### config.mk
export PLATFORM = sky130hd
export DESIGN_NAME = lsu_port_arbiter
export DESIGN_NICKNAME = d
export VERILOG_FILES = /design/src/rtl/lsu_port_arbiter.sv
export SDC_FILE = /design/constraint.sdc
export NUM_CORES = 1
export LEC_CHECK = 0
export CORE_AREA = 5 5 117 119
export DETAILED_ROUTE_END_ITERATION = 6
export DIE_AREA = 0 0 122 124
export DONT_BUFFER_PORTS = 1
export HOLD_SLACK_MARGIN = 0.1
export MAX_ROUTING_LAYER = met4
export PLACE_DENSITY_LB_ADDON = 0.1
export SLEW_MARGIN = 20
export SYNTH_ARGS = -nofsm -noshare
export SYNTH_HDL_FRONTEND = slang
export SYNTH_SLANG_ARGS = --single-unit
### constraint.sdc
create_clock -name clk_i -period 3.5 [get_ports clk_i]
set_input_delay 0.35 -clock clk_i [delete_from_list [all_inputs] [get_ports clk_i]]
set_output_delay 0.35 -clock clk_i [all_outputs]
set_load 0.02 [all_outputs]
### src/rtl/lsu_port_arbiter.sv
// lsu_port_arbiter: shares the single LSU port between m0 (MEM stage) and m1 (boot/debug master).
// Optional build macro ARB_PERF_CNT_EN adds a saturating conflict counter output (conflict_cnt_o).
module lsu_port_arbiter #(
    parameter int MAX_BURST = 4,
    parameter int CNT_W     = 16
) (
    input  logic              clk_i,
    input  logic              rst_ni,
    input  logic              m0_req_i,
    input  logic              m0_we_i,
    input  logic              m0_lock_i,
    input  logic [31:0]       m0_addr_i,
    input  logic [3:0]        m0_op_i,
    input  logic [31:0]       m0_wdata_i,
    output logic              m0_gnt_o,
    output logic              m0_rvalid_o,
    output logic [31:0]       m0_rdata_o,
    input  logic              m1_req_i,
    input  logic              m1_we_i,
    input  logic              m1_lock_i,
    input  logic [31:0]       m1_addr_i,
    input  logic [3:0]        m1_op_i,
    input  logic [31:0]       m1_wdata_i,
    output logic              m1_gnt_o,
    output logic              m1_rvalid_o,
    output logic [31:0]       m1_rdata_o,
    output logic [31:0]       lsu_addr_o,
    output logic [3:0]        lsu_ld_op_o,
    output logic [31:0]       lsu_st_data_o,
    output logic              lsu_st_en_o,
    input  logic [31:0]       lsu_ld_data_i
`ifdef ARB_PERF_CNT_EN
    ,
    output logic [CNT_W-1:0]  conflict_cnt_o
`endif
);

    typedef enum logic [1:0] {
        IDLE = 2'd0,
        OWN0 = 2'd1,
        OWN1 = 2'd2
    } state_t;

    localparam int            BW         = $clog2(MAX_BURST + 1);
    localparam logic [BW-1:0] BURST_LAST = BW'(MAX_BURST);
    localparam bit            LOCK_EN    = (MAX_BURST > 1);

    if (MAX_BURST < 1 || CNT_W < 1) begin : gen_bad_cfg
        $error("lsu_port_arbiter: MAX_BURST and CNT_W must be >= 1");
    end

    state_t        state_reg, state_next;
    logic [BW-1:0] cnt_reg, cnt_next, cnt_inc;
    logic          rr_reg, rr_next;     // 0 favours m0, 1 favours m1

    logic [1:0]    req, we, lock;
    logic [1:0]    gnt, idle_gnt;
    logic [1:0]    rvalid;
    logic          owner_hold;
    logic          win;
    logic [31:0]   addr  [2];
    logic [31:0]   wdata [2];
    logic [3:0]    op    [2];
    logic [31:0]   rdata [2];

    assign req      = {m1_req_i, m0_req_i};
    assign we       = {m1_we_i, m0_we_i};
    assign lock     = {m1_lock_i, m0_lock_i};
    assign addr[0]  = m0_addr_i;
    assign addr[1]  = m1_addr_i;
    assign wdata[0] = m0_wdata_i;
    assign wdata[1] = m1_wdata_i;
    assign op[0]    = m0_op_i;
    assign op[1]    = m1_op_i;

    // Round-robin pick used whenever nobody holds the port
    always_comb begin
        idle_gnt = req;
        if (req == 2'b11) begin
            idle_gnt = rr_reg ? 2'b10 : 2'b01;
        end
    end

    // FSM state register
    always_ff @(posedge clk_i or negedge rst_ni) begin
        if (!rst_ni) begin
            state_reg <= IDLE;
            cnt_reg   <= '0;
            rr_reg    <= 1'b0;
        end else begin
            state_reg <= state_next;
            cnt_reg   <= cnt_next;
            rr_reg    <= rr_next;
        end
    end

    // FSM output logic: grant decision, gated off while reset is asserted
    always_comb begin
        owner_hold = 1'b0;
        gnt        = idle_gnt;
        case (state_reg)
            OWN0: begin
                if (req[0]) begin
                    owner_hold = 1'b1;
                    gnt        = 2'b01;
                end
            end
            OWN1: begin
                if (req[1]) begin
                    owner_hold = 1'b1;
                    gnt        = 2'b10;
                end
            end
            default: ;
        endcase
        if (!rst_ni) begin
            gnt = 2'b00;
        end
    end

    assign win     = gnt[1];
    assign cnt_inc = cnt_reg + BW'(1);

    // FSM next-state logic
    always_comb begin
        state_next = state_reg;
        cnt_next   = cnt_reg;
        rr_next    = rr_reg;
        if (owner_hold) begin
            cnt_next = cnt_inc;
            if (!lock[win] || cnt_inc >= BURST_LAST) begin
                state_next = IDLE;
                cnt_next   = '0;
                rr_next    = ~win;
            end
        end else begin
            // Owner absent or no owner: the cycle is arbitrated as IDLE
            state_next = IDLE;
            cnt_next   = '0;
            if (gnt != 2'b00) begin
                if (req == 2'b11) begin
                    rr_next = ~win;
                end
                if (LOCK_EN && lock[win]) begin
                    state_next = win ? OWN1 : OWN0;
                    cnt_next   = BW'(1);
                end
            end
        end
    end

    assign m0_gnt_o      = gnt[0];
    assign m1_gnt_o      = gnt[1];
    assign lsu_addr_o    = (|gnt) ? addr[win]  : '0;
    assign lsu_ld_op_o   = (|gnt) ? op[win]    : '0;
    assign lsu_st_data_o = (|gnt) ? wdata[win] : '0;
    assign lsu_st_en_o   = |(gnt & we);

    // One response slot per master; stores return zero data
    genvar gi;
    for (gi = 0; gi < 2; gi++) begin : gen_rsp
        logic        rvalid_reg;
        logic [31:0] rdata_reg;

        always_ff @(posedge clk_i or negedge rst_ni) begin
            if (!rst_ni) begin
                rvalid_reg <= 1'b0;
                rdata_reg  <= '0;
            end else begin
                rvalid_reg <= gnt[gi];
                rdata_reg  <= (gnt[gi] && !we[gi]) ? lsu_ld_data_i : '0;
            end
        end

        assign rvalid[gi] = rvalid_reg;
        assign rdata[gi]  = rdata_reg;
    end

    assign m0_rvalid_o = rvalid[0];
    assign m1_rvalid_o = rvalid[1];
    assign m0_rdata_o  = rdata[0];
    assign m1_rdata_o  = rdata[1];

`ifdef ARB_PERF_CNT_EN
    logic [CNT_W-1:0] conflict_cnt_reg;
    logic             denied;

    assign denied = |(req & ~gnt);

    always_ff @(posedge clk_i or negedge rst_ni) begin
        if (!rst_ni) begin
            conflict_cnt_reg <= '0;
        end else if (denied && !(&conflict_cnt_reg)) begin
            conflict_cnt_reg <= conflict_cnt_reg + CNT_W'(1);
        end
    end

    assign conflict_cnt_o = conflict_cnt_reg;
`endif

endmodule

-- Yosys cells after proc, flatten, opt, wreduce, memory -nomap -nowiden
Cells that the tools add are included.
- register bits after elaboration: 72
- input port bits: 176
- output and inout bits: 137
- $add $sub $neg: 1
- order comparisons: 3
- eq/ne operators: 4
- muxes and demuxes: 38
- bitwise gates (word level): 3
- reduce and logical (&&, ||, !) cells: 12
- operators with widths (kind ; count):
    32-bit 2-to-1 mux ; 10
    2-bit 2-to-1 mux ; 10
    4-bit 2-to-1 mux ; 4
    1-bit 2-to-1 mux ; 10
    3-bit 2-to-1 mux ; 2
    2-bit nonzero test ; 3
    2-bit equality test (second input constant) ; 2
    2-bit case mux with 2 select lines ; 1
    2-bit OR reduction ; 2
    3-bit by 1-bit adder with 3-bit output (second input constant) ; 1
    3-bit greater-or-equal comparator (second input constant) ; 1
    1-bit zero test ; 3
    3-bit AND reduction ; 1
    2-bit AND ; 1
    2-bit by 1-bit equality test with 1-bit output (second input constant) ; 1
    2-bit greater-or-equal comparator (second input constant) ; 1
    1-bit logical AND ; 2
    1-bit by 2-bit < comparator with 1-bit output (second input constant) ; 1
    2-bit by 1-bit != test with 1-bit output (second input constant) ; 1
    1-bit inverter with 2-bit output ; 1
    1-bit case mux with 2 select lines ; 1
    1-bit logical OR ; 1
    1-bit inverter ; 1

-- Longest topological paths before layout
- word-level depth: 11
- mapped depth: 10
- mapped depth without buffers: 7

-- Worst setup path after synthesis
OpenSTA, ideal clock, no wires.
- kind: register to output
- start point: reg state_reg[0]
- end point: out lsu_st_data_o[21]
- data arrival time: 2306 ps
- slack: 844 ps
- stages on the path, launching flop included: 11
- path through: dfrtp_1 > inv_1 > ha_1 > buf_6 > nand2b_1 > a311oi_2 > and2_1 > buf_6 > buf_6 > buf_6 > a22o_1
- elaborated cells on any way between the ends: 10
- those cells by class: 2 x eq/ne; 6 x mux; 1 x bitwise; 1 x reduce/logical
- RTL lines (item ; line ; source):
    start, declared ; 52 ; state_t state_reg, state_next;
    start signal, assigned ; 91 ; state_reg <= state_next;
    2-bit equality test or 2-bit by 1-bit equality test with 1-bit output (tied branches) ; 101 ; case (state_reg)
    2-bit case mux with 2 select lines * ; 101 ;
    2-bit 2-to-1 mux * ; 116 ; if (!rst_ni) begin
    named net m0_gnt_o ; 15 ; output logic m0_gnt_o,
    2-bit OR reduction * ; 156 ; assign lsu_st_data_o = (|gnt) ? wdata[win] : '0;
    32-bit 2-to-1 mux * ; 156 ;
    end, declared ; 29 ; output logic [31:0] lsu_st_data_o,
The timed path passes the listed nets; every way through them passes the cells marked *. The select of a mux whose other input is x is not followed.

-- Worst setup path after layout
- start point: reg state_reg[0]
- end point: out lsu_addr_o[5]
- word-level cells in the longest chain between the ends: 8
- elaborated cells on any way between the ends: 10
- those cells by class: 2 x eq/ne; 6 x mux; 1 x bitwise; 1 x reduce/logical
- ends and longest elaborated chain (item ; line ; source):
    2-bit equality test or 2-bit by 1-bit equality test with 1-bit output (tied branches) ; 101 ;
    2-bit case mux with 2 select lines * ; 101 ;
    2-bit 2-to-1 mux * ; 116 ;
    named net m1_gnt_o ; 24 ; output logic m1_gnt_o,
    1-bit inverter with 2-bit output (not written as such) ; 154 ; assign lsu_addr_o = (|gnt) ? addr[win] : '0;
    32-bit 2-to-1 mux (not written as such) (3 in a row) ; 154 ;
    32-bit 2-to-1 mux * ; 154 ;
    end, declared ; 27 ; output logic [31:0] lsu_addr_o,
Marked as above.

==> results.yml <==
run_status:
  status: "finished clean"
worst_setup_path:
  reg2reg_depth: 7
  r2r-end: "m1_rdata_o[14]"
  path_cells: "inv_1, ha_1, mux2i_1, a211o_1, inv_2, buf_12, a22o_1"
  cp.required_ps: 3150
  ff2ff_setup_slack_ps: 1060
  crit_arrival_ps: 2690
  crit_cells: 7
  cpMaxStageDelayCell: "ha_1"
  slowest_delay_ps: 380
  r2r_start: "state_reg[0]"
  crit_path_end: "lsu_addr_o[5]"
  crit_family: "compound AO/OA/AOI/OAI gates"
  setup.worst_path.start_class: "flip-flop"
  critPathMaxFanout: 56
  critPathCaptureType: "output pin"
  crit_buf_inv: 3
  crit_start: "state_reg[0]"
  crit_type: "reg -> out"
global_routing:
  grt_max_degree: 73
  track_usage_pct: 13.5
  grt_pass1_vias: 2247
  grt-ovfl-total: 0
  antenna_found_initial: 0
  grt_pass1_wl_mm: 14.0
final_layout:
  drive_above_1_share_pct: 10.1
  diodes: 0
  syn_to_final_growth_pct: 17.2
  fillers: 1251
  nets: 442
synth:
  synth.net_count: 446
  ys_warn_count: 0
  async_flop_share_pct: 100
  synth_edf_count: 0
  synth_area_sq_um: 3200
  netlist_top_cells_area: "dfrtp_1, a22o_1, and2_1"
  synth_cell_types: 35
  avgSynthCellArea_sq_um: 12.0
  post-synth-top-area-cell: "dfrtp_1"
  synth_top_area_share_pct: 56.3
  synthCells: 267
  synth_seq_area_share_pct: 56.3
  synthFlopType: "dfrtp_1"
  yosys.cell_count.top_type: "dfrtp_1"
  synth_commonest_cells: "dfrtp_1, a22o_1, and2_1, clkbuf_1, buf_2"
  synth_seq_cells: 72
floorplanning:
  ios: 313
  rows: 41
  die_y_um: 124
  start_util_pct: 25.7
  die_w_um: 122
  core_area_sq_um: 12500
  die_area_sq_um: 15100
job:
  cap_violations: 0
cts:
  cts.sinks: 72
  h-tree-depth: 3
  cts_tree: "built"
  cts_root_buffer: "clkbuf_16"
  postCtsSetupRepairBufs: 0
  cts_made_buffers: 9
  cts_buffer_depth: 2
  clk_latency_ps: 330
  cts.clk_slew.worst_paths_ps: 60
  post_cts_resized: 0
  ctsHoldBuffers: 2
timing:
  setup_violations: 0
  timing.final.crit_share_pct: 86.8
  skew_ps: 6.94
  whs_ps: 146
  worst_pin_slew_ps: 839
  tns_ps: 0
  finalMaxSlewViolations: 0
  max_slew_margin_pct: 43.8
  finalHoldViolations: 0
  finalWorstSetupSlack_ps: 463
  rsz0062_at_grt: "no"
  fmax_mhz: 329
  fin_crit_ps: 3040
power:
  power.leakage_nw: 1.75
  p_per_area_nw_per_um2: 587
  peakVddDrop_mv: 0.248
  total_power_w: 0.00220
place:
  place.gp.congestion: 0.697
  portBuffers: 0
  dp_hpwl_mm: 8.92
  dpl_worst_slack_ps: 787
detailed_routing:
  totalWireLength_mm: 11.2
  drt_iter0_markers: 123
  drc: 0
  top_layer: "met4"
  dr_wl_met2_mm: 5.72
  met3WireLength_mm: 1.21
  vias: 2221
  dr.pass1.iters: 4
  wl_per_cell_um: 25.4
  antenna_left: 0
  viasPerCell: 5.05
  drt-met1-wl_mm: 4.06
hold_path:
  min_path_type: "in -> reg"
area by class of cell:
| type | count | area, sq um | share of cell area, % |
|---|---|---|---|
| Inverter | 3 | 11.3 | 0.300 |
| Sequential cell | 72 | 1800 | 48.0 |
| Clock buffer | 9 | 225 | 6.00 |
| Multi-Input combinational cell | 170 | 1270 | 33.8 |
| Tap cell | 172 | 215 | 5.73 |
| Timing Repair Buffer | 7 | 113 | 3.00 |
| Clock inverter | 7 | 118 | 3.13 |
worst min-delay path by stage:
stage,from,endpoint,slack [ps],depth (start not counted)
global placement,rst_ni,m0_rdata_o[3],60,0
finish,lsu_ld_data_i[12],m0_rdata_o[12],150,1
detailed placement,rst_ni,m1_rdata_o[5],60,0
global route,lsu_ld_data_i[13],m1_rdata_o[13],130,1
floorplan,rst_ni,cnt_reg[0],50,0
CTS,lsu_ld_data_i[21],m0_rdata_o[21],130,1
kinds of logic (layout without fill, tap and decap cells):
group | after synthesis | count (layout) | synth area share (%)
other | 1 | 1 | 0.117
adder cells (fa/ha/maj) | 3 | 3 | 1.17
buffers and inverters | 25 | 26 | 4.10
XOR/XNOR | 1 | 1 | 0.274
flip-flops | 72 | 72 | 56.3
AO/OA/AOI/OAI | 82 | 82 | 22.1
AND/OR/NAND/NOR | 81 | 81 | 15.3
multiplexers | 2 | 2 | 0.664
stage by stage:
stage	util, %	instances	cell area [sq um]
after detailed placement	27.1	422	3370
after global placement	27.1	422	3370
after global routing	30.1	440	3750
after floorplan	-	267	3200
after CTS	30.1	440	3750
final	30.1	440	3750
power breakdown:
part           switching, W  total [W]  internal [W]  leakage [nW]
registers         0.0000392   0.000895      0.000856         0.986
logic              0.000182   0.000265     0.0000826         0.595
clock network      0.000347    0.00104      0.000697         0.170
total              0.000568    0.00220       0.00164          1.75
layer usage:
layer / vias to the layer above / track usage (%)
met5: - / -
met4: 0 / 4.83
met3: 10 / 5.54
met2: 162 / 21.6
met1: 1103 / 15.2
li1: 946 / -
layout by cell type (no fill, tap or decap), types with 2 or more instances in the layout:
master and n:
inv_1 2, dfrtp_1 72, nand2_1 5, clkbuf_16 9, clkinv_2 2, a21oi_1 2
nand2b_1 2, a22o_1 69, buf_12 3, and2_1 64, nor2_1 2, a22oi_1 2
buf_4 2, ha_1 3, bufinv_16 3
No activity file was read; power rests on OpenSTA's default activity.
